<file path="config.mk">
export PLATFORM = sky130hd
export DESIGN_NAME = sprite_draw_scheduler
export DESIGN_NICKNAME = d
export VERILOG_FILES = /design/src/rtl/sprite_draw_scheduler.sv
export SDC_FILE = /design/constraint.sdc
export NUM_CORES = 1
export LEC_CHECK = 0
export CAP_MARGIN = 30
export CORE_MARGIN = 4
export CORE_UTILIZATION = 50
export CTS_BUF_LIST = sky130_fd_sc_hd__clkbuf_16
export DETAILED_ROUTE_END_ITERATION = 10
export GPL_TIMING_DRIVEN = 0
export HOLD_SLACK_MARGIN = 0.02
export PLACE_DENSITY_LB_ADDON = 0.05
export SLEW_MARGIN = 10
export SYNTH_ARGS = -nofsm -noshare
export SYNTH_HDL_FRONTEND = slang
export SYNTH_SLANG_ARGS = --single-unit
</file>
<file path="constraint.sdc">
create_clock -name clk -period 2.7 [get_ports clk]
set_input_delay 0.405 -clock clk [delete_from_list [all_inputs] [get_ports clk]]
set_output_delay 0.405 -clock clk [all_outputs]
set_load 0.01 [all_outputs]
</file>
<file path="src/rtl/sprite_draw_scheduler.sv">
// Sequences erase/redraw of NUM_SPR 4x4 sprite tiles onto a single pixel plot port
// once per frame_tick, snapshotting sprite inputs at the start of each pass.
module sprite_draw_scheduler #(
  parameter int         NUM_SPR   = 4,
  parameter logic [2:0] BG_COLOUR = 3'b111
) (
  input  logic                   clk,
  input  logic                   resetn,
  input  logic                   frame_tick,
  input  logic [NUM_SPR-1:0]     spr_en,
  input  logic [8*NUM_SPR-1:0]   spr_x,
  input  logic [7*NUM_SPR-1:0]   spr_y,
  input  logic [3*NUM_SPR-1:0]   spr_c,
  input  logic [3*NUM_SPR-1:0]   spr_c2,
  input  logic [NUM_SPR-1:0]     spr_alt,
  output logic [7:0]             x_out,
  output logic [6:0]             y_out,
  output logic [2:0]             c_out,
  output logic                   writeEn,
  output logic                   busy,
  output logic                   frame_done,
  output logic                   overrun
);

  localparam int IW = (NUM_SPR > 1) ? $clog2(NUM_SPR) : 1;
  localparam logic [IW-1:0] LAST_IDX = IW'(NUM_SPR - 1);

  typedef enum logic [2:0] {
    IDLE, SNAP, SELECT, ERASE, DRAW, NEXT, DONE
  } state_e;

  state_e                      state_q;
  logic [IW-1:0]               idx_q;
  logic [3:0]                  offset_q;
  logic [NUM_SPR-1:0]          drawn_q;
  logic [NUM_SPR-1:0]          en_q;
  logic [NUM_SPR-1:0]          alt_q;
  logic [NUM_SPR-1:0][7:0]     shx_q;
  logic [NUM_SPR-1:0][6:0]     shy_q;
  logic [NUM_SPR-1:0][2:0]     shc_q;
  logic [NUM_SPR-1:0][2:0]     shc2_q;
  logic [NUM_SPR-1:0][7:0]     oldx_q;
  logic [NUM_SPR-1:0][6:0]     oldy_q;
  logic                        overrun_q;

  always_ff @(posedge clk or negedge resetn) begin
    if (!resetn) begin
      state_q   <= IDLE;
      idx_q     <= '0;
      offset_q  <= '0;
      drawn_q   <= '0;
      en_q      <= '0;
      alt_q     <= '0;
      shx_q     <= '0;
      shy_q     <= '0;
      shc_q     <= '0;
      shc2_q    <= '0;
      oldx_q    <= '0;
      oldy_q    <= '0;
      overrun_q <= 1'b0;
    end else begin
      overrun_q <= frame_tick && (state_q != IDLE);
      case (state_q)
        IDLE: if (frame_tick) state_q <= SNAP;
        SNAP: begin
          en_q    <= spr_en;
          alt_q   <= spr_alt;
          shx_q   <= spr_x;
          shy_q   <= spr_y;
          shc_q   <= spr_c;
          shc2_q  <= spr_c2;
          idx_q   <= '0;
          state_q <= SELECT;
        end
        SELECT: begin
          offset_q <= '0;
          if (drawn_q[idx_q])   state_q <= ERASE;
          else if (en_q[idx_q]) state_q <= DRAW;
          else                  state_q <= NEXT;
        end
        ERASE: begin
          offset_q <= offset_q + 4'd1;
          if (offset_q == 4'd15) begin
            if (en_q[idx_q]) begin
              state_q <= DRAW;
            end else begin
              drawn_q[idx_q] <= 1'b0;
              state_q        <= NEXT;
            end
          end
        end
        DRAW: begin
          offset_q <= offset_q + 4'd1;
          if (offset_q == 4'd15) begin
            oldx_q[idx_q]  <= shx_q[idx_q];
            oldy_q[idx_q]  <= shy_q[idx_q];
            drawn_q[idx_q] <= 1'b1;
            state_q        <= NEXT;
          end
        end
        NEXT: begin
          if (idx_q == LAST_IDX) begin
            state_q <= DONE;
          end else begin
            idx_q   <= idx_q + 1'b1;
            state_q <= SELECT;
          end
        end
        DONE:    state_q <= IDLE;
        default: state_q <= IDLE;
      endcase
    end
  end

  // Plot port is a pure decode of registered state, so reset clears it asynchronously
  always_comb begin
    writeEn = 1'b0;
    x_out   = '0;
    y_out   = '0;
    c_out   = '0;
    if (state_q == ERASE) begin
      writeEn = 1'b1;
      x_out   = oldx_q[idx_q] + {6'b0, offset_q[1:0]};
      y_out   = oldy_q[idx_q] + {5'b0, offset_q[3:2]};
      c_out   = BG_COLOUR;
    end else if (state_q == DRAW) begin
      writeEn = 1'b1;
      x_out   = shx_q[idx_q] + {6'b0, offset_q[1:0]};
      y_out   = shy_q[idx_q] + {5'b0, offset_q[3:2]};
      c_out   = (alt_q[idx_q] && offset_q[0]) ? shc2_q[idx_q] : shc_q[idx_q];
    end
  end

  assign busy       = (state_q != IDLE);
  assign frame_done = (state_q == DONE);
  assign overrun    = overrun_q;

endmodule

</file>
Yosys cells after proc, flatten, opt, wreduce, memory -nomap -nowiden:

Index checks and enable logic that the tools add are counted.

* word-level logic and storage cells: 117
* output and inout bits: 22
* flip-flop bits (word level): 166
* input port bits: 95

* magnitude comparators: 2
* bitwise operators: 3
* reduce and logical (&&, ||, !) cells: 13
* add/sub/neg operators: 6
* eq/ne operators: 13
* muxes and demuxes: 49

Operator list (count)
* 2-to-1 mux 8 bit: 5
* 2-to-1 mux 7 bit: 5
* binary-select mux 8 bit (select 2 bit): 2
* bitwise mux 32 bit: 1
* 2-to-1 mux 3 bit: 10
* binary-select mux 7 bit (select 2 bit): 2
* bitwise mux 28 bit: 1
* case mux 3 bit (6 select lines): 1
* adder 8 x 2 -> 8 bit: 2
* demux 8 bit (select 2 bit): 1
* case mux 4 bit (2 select lines): 2
* adder 7 x 2 -> 7 bit: 2
* demux 7 bit (select 2 bit): 1
* binary-select mux 3 bit (select 2 bit): 2
* 2-to-1 mux 4 bit: 3
* inequality test 2 bit, second input constant: 5
* == test 3 bit, second input constant: 3
* 2-to-1 mux 1 bit: 7
* binary-select mux 1 bit (select 2 bit): 3
* == test 3 x 2 -> 1 bit, second input constant: 2
* nonzero test 2 bit: 3
* adder 4 x 1 -> 4 bit, second input constant: 1
* bitwise AND 4 bit: 1
* == test 4 bit, second input constant: 1
* 17 further kinds: 20

Depth between registers and ports, before layout:

Gate-level depths: netlist of the first run.

* depth in word-level cells: 9
* mapped depth: 10
* mapped depth without buffers: 7

Worst setup path before layout of the first run:

OpenSTA, ideal clock, no wires.

* path type: register to output
* from: reg idx_q[0]
* to: out x_out[7]
* cell stages (with the launch flop): 11
* slack: -0.233 ns
* arrival: 2.528 ns
* data required time: 2.295 ns
* path buffers: 3
* cell sequence: dfrtp_1 -> buf_6 -> buf_12 -> buf_4 -> mux4_2 -> ha_1 -> a21o_1 -> nand4_2 -> nor3b_2 -> xnor2_1 -> o22ai_1

* word-level cells in the longest chain between the ends: 5
* elaborated cells on any way between the ends: 8
* classes of those cells: add/sub (2); mux (6)

RTL lines
* from (decl): line 33 `logic [IW-1:0] idx_q;`
* from (signal assigned): line 105 `idx_q <= idx_q + 1'b1;`
* binary-select mux 8 bit (select 2 bit): line 128 `x_out = shx_q[idx_q] + {6'b0, offset_q[1:0]};`
* 2-to-1 mux 8 bit (not written as such): line 128
* adder 8 x 2 -> 8 bit: line 128
* 2-to-1 mux 8 bit: line 126 `end else if (state_q == DRAW) begin`
* 2-to-1 mux 8 bit (*): line 121 `if (state_q == ERASE) begin`
* to (decl): line 16 `output logic [7:0] x_out,`

Mark *: on every way between the ends. The rest lies on a longest branch, timed or not. The select of a mux whose other input is x is not followed.

Final worst setup path of the first run:

Ends and elaborated chain as after synthesis.

==> results of run 1 <==
==> kinds of logic (layout without fill, tap and decap cells) <==
group,Yosys count,after routing,share of synthesized area (%)
muxes,199,199,32.8
DFF,166,166,50.6
and+or+nand+nor,66,66,4.79
AOI/OAI and AO/OA,46,46,3.61
buffers and inverters,43,225,2.71
xor gates and xnor gates,23,23,2.46
adders and majority gates,17,17,2.96
==> per-layer routing <==
metal	up-vias	wire (µm)	global-route usage, %	part of all wire [%]
li1	2415	-	-	-
met1	2774	8370	29.8	42
met2	143	10000	36.8	50
met3	19	1360	6.92	6.8
met4	2	202	5.32	1.0
met5	-	12	0	0.060
==> worst min-delay path by stage <==
stage / to / slack, ns / cells past startpoint
6_report: flop / 0.48 / 2
3_3_place_gp: flop / 0.46 / 2
3_5_place_dp: oldx_q[9]$_DFFE_PN0P_ / 0.40 / 1
4_1_cts: flop / 0.48 / 2
5_1_grt: oldx_q[28]$_DFFE_PN0P_ / 0.51 / 1
2_1_floorplan: asynchronous set/reset pin / 0.11 / 0
==> power breakdown <==
| group | internal, µW | switching [µW] |
|---|---|---|
| combinational | 2890 | 2490 |
| sequential | 3320 | 509 |
| clock | 1540 | 985 |
| total | 7740 | 3980 |
==> layout by cell type, fill, tap and decap left out, types with 5 or more instances in the layout <==
master and n:
dfrtp_1 165, buf_2 31, o21ai_0 6, o21ai_1 7
nor2_1 9, xnor2_1 9, nand2_1 14, clkbuf_16 17
xor2_1 13, ha_4 6, mux2i_1 7, clkdlybuf4s50_1 97
mux4_1 6, nand2_2 9, inv_1 12, buf_4 32
mux4_2 32, ha_1 7, a21oi_1 5, o22ai_2 9
nand4_1 5, a22o_1 5, buf_12 7, buf_6 5
mux2_2 153
==> stage by stage <==
| step | total power (µW) | worst slack [ns] | cell area (µm²) | TNS (ns) |
|---|---|---|---|---|
| finish | 11700 | -0.661 | 10800 | -7.70 |
| detailed placement | 8590 | -1.10 | 9720 | -13.95 |
| floorplan | 7090 | -0.0726 | 8260 | -0.105 |
| global route | 12400 | -0.765 | 10800 | -9.37 |
| global placement | 8400 | -5.35 | 9690 | -900.77 |
| CTS | 11600 | -0.661 | 10600 | -8.65 |
==> worst reg2reg max path, stage by stage (launching register included) <==
cell and delay [ns]:
dfrtp_1 0.67, ha_1 0.30, nand3_1 0.20, nor2_4 0.22, nand2_2 0.20, buf_2 0.30, mux2_2 0.32
==> layout make-up <==
cell class	count	area share, %
Clock buffer	17	3.95
Clock inverter	13	1.70
Tap cell	216	2.51
Buffer	28	2.30
Timing Repair Buffer	154	13.3
Inverter	13	0.453
Multi-Input combinational cell	351	37.2
Sequential cell	166	38.6
==> cells in the mapped netlist (2+ instances only) <==
| library cell | n | area (µm²) |
|---|---|---|
| dfrtp_1 | 166 | 4150 |
| mux2_2 | 153 | 1720 |
| mux4_2 | 30 | 676 |
| nand2_1 | 19 | 71.3 |
| buf_2 | 17 | 85.1 |
| ha_1 | 13 | 163 |
| xor2_1 | 13 | 114 |
| inv_1 | 11 | 41.3 |
| nor2_1 | 11 | 41.3 |
| o22ai_1 | 11 | 68.8 |
| o21ai_0 | 10 | 50.1 |
| xnor2_1 | 10 | 87.6 |
| mux4_1 | 8 | 210 |
| mux2i_1 | 7 | 70.1 |
| a21oi_1 | 6 | 30.0 |
| clkbuf_1 | 6 | 22.5 |
| a22o_1 | 5 | 43.8 |
| nand2_2 | 5 | 31.3 |
| nand4_1 | 5 | 31.3 |
| a21o_1 | 4 | 30.0 |
| fa_1 | 4 | 80.1 |
| nand3_1 | 4 | 20.0 |
| o21ai_1 | 4 | 20.0 |
| and2_1 | 3 | 18.8 |
| and2_4 | 2 | 17.5 |
| buf_4 | 2 | 15.0 |
| buf_6 | 2 | 22.5 |
| inv_2 | 2 | 7.51 |
| nand2b_1 | 2 | 12.5 |
| or2_2 | 2 | 12.5 |
==> repair_timing <==
action / in CTS / in global routing
resized for setup: 99 / 28
hold buffers: 1 / 0
setup endpoints to repair: 23 / 19
cloned: 0 / 0
pin swaps: 27 / 16
setup buffers: 22 / 14
hold endpoints to repair: 70 / 0
==> sequential cells by signal, summed over array words and instances, names as in the netlist, 3 cells and up, named ones only <==
register  count
shx_q        32
oldy_q       28
alt_q         4
shc2_q       12
en_q          4
offset_q      4
shc_q        12
shy_q        28
oldx_q       32
state_q       3
==> results.sh, run 1 <==
export IMPL_start_util_pct=51.3
export IMPL_cts_num_sinks=166
export IMPL_dieArea_um2=18500
export IMPL_crit_path_end="x_out[7]"
export IMPL_hold_class="flop to flop"
export IMPL_reg2reg_to="oldy_q[5]$_DFFE_PN0P_"
export IMPL_grt_max_degree=97
export IMPL_ys_seq_area_share_pct=50.6
export IMPL_dpl_hpwl_um=14000
export IMPL_yosys_warnings=0
export IMPL_grt_use_total_pct=22.5
export IMPL_syn_area_per_cell_um2=14.7
export IMPL_synthFlopType="dfrtp_1"
export IMPL_synth_cell_area_um2=8200
export IMPL_cts_root_buf="clkbuf_16"
export IMPL_finClkSkew_ns=0.00819
export IMPL_antenna_cells=0
export IMPL_critPathSlowestCell="mux4_2"
export IMPL_violations="setup timing"
export IMPL_vias=5353
export IMPL_irDropWorstVdd_uv=600
export IMPL_routedWlPerCell_um=20.8
export IMPL_ys_seq_elements=166
export IMPL_reg2reg_depth=6
export IMPL_grt_pass1_vias=5651
export IMPL_critical_path_max_stage_delay_ns=0.44
export IMPL_crit_family="buffers and inverters"
export IMPL_final_cells=958
export IMPL_clock_fmax_ghz=0.298
export IMPL_numCtsBuffers=17
export IMPL_regArea_um2=4160
export IMPL_synth_nets=672
export IMPL_rsz0062_at_grt="yes"
export IMPL_placedCellCount=893
export IMPL_period_share_pct=124
export IMPL_clk_latency_ns=0.43
export IMPL_grt_pass1_wl_um=31200
export IMPL_fin_hold_ws_ns=0.484
export IMPL_cp_cell_sequence="buf_12, buf_12, buf_16, mux4_2, ha_1, a21o_1, nand4_4, nor3b_4, xnor2_1, o22ai_2, buf_2"
export IMPL_yosysUniqueCellTypes=53
export IMPL_clk_pin_slew_ns=0.06
export IMPL_worstSetupPathDepth=11
export IMPL_critPathLaunchType="flop"
export IMPL_multi_input_area_um2=4010
export IMPL_syn_to_final_growth_pct=31.3
export IMPL_antenna_found_initial=1
export IMPL_cts_tree="built"
export IMPL_path_buf_inv=4
export IMPL_wirelength_um=20000
export IMPL_crit_type="flop to output pin"
export IMPL_timing_final_crit_period_ns=3.36
export IMPL_grt_overflow=0
export IMPL_viasPerCell=5.59
export IMPL_drc=0
export IMPL_clk_path_buf_depth=2
export IMPL_cp_max_fo=6
export IMPL_setup_viol=18
export IMPL_cp_arrival_ns=2.96
export IMPL_route_antenna_remaining_nets=0
export IMPL_fillers=1200
export IMPL_cts_max_level=4
export IMPL_setup_ws_ns=-0.661
export IMPL_crit_top_cell="buf_12"
export IMPL_p_leak_uw=0.00472
export IMPL_synth_edf_count=0
export IMPL_relSlewSlack_pct=61.1
export IMPL_power_density_nw_per_um2=1090
export IMPL_rr_startpoint="offset_q[0]$_DFFE_PN0P_"
export IMPL_io_buffer_count=116
export IMPL_synth_cells=560
export IMPL_io_pins=117
export IMPL_worstMarginPinSlew_ns=0.583
export IMPL_hold_violations=0
export IMPL_synthArstFlopShare_pct=100
export IMPL_slew_violations=0
export IMPL_layout_drive_gt1_share_pct=46.4
export IMPL_cap_viol_max_count=0
export IMPL_utilization_pct=67.3
export IMPL_core_area_um2=16000
export IMPL_end_kind="output pin"
export IMPL_cp_data_required_time_ns=2.30
export IMPL_rows=46
export IMPL_die_h_um=136
export IMPL_first_pass_iters=4
export IMPL_final_net_count=843
export IMPL_crit_start="idx_q[0]$_DFFE_PN0P_"
export IMPL_rrSetupSlack_ns=0.39
export IMPL_die_x_um=136
export IMPL_dr_first_iter_drc_count=181
export IMPL_outcome="finished, violations left"
export IMPL_gp_congestion=0.825
No activity file was read; power rests on OpenSTA's default activity.
==> inputs of run 2 (changes only) <==
--- a/config.mk
+++ b/config.mk
@@ -9,6 +9,7 @@
 export CORE_MARGIN = 4
 export CORE_UTILIZATION = 50
 export CTS_BUF_LIST = sky130_fd_sc_hd__clkbuf_16
+export CTS_CLUSTER_SIZE = 12
 export DETAILED_ROUTE_END_ITERATION = 10
 export GPL_TIMING_DRIVEN = 0
 export HOLD_SLACK_MARGIN = 0.02
==> results of run 2 <==
No change in the layout: final DEF, timing and power equal those of run 1.
==> inputs of run 3 (changes only) <==
--- a/config.mk
+++ b/config.mk
@@ -5,7 +5,6 @@
 export SDC_FILE = /design/constraint.sdc
 export NUM_CORES = 1
 export LEC_CHECK = 0
-export CAP_MARGIN = 30
 export CORE_MARGIN = 4
 export CORE_UTILIZATION = 50
 export CTS_BUF_LIST = sky130_fd_sc_hd__clkbuf_16
==> results of run 3 <==
No change in the layout: final DEF, timing and power equal those of run 1.
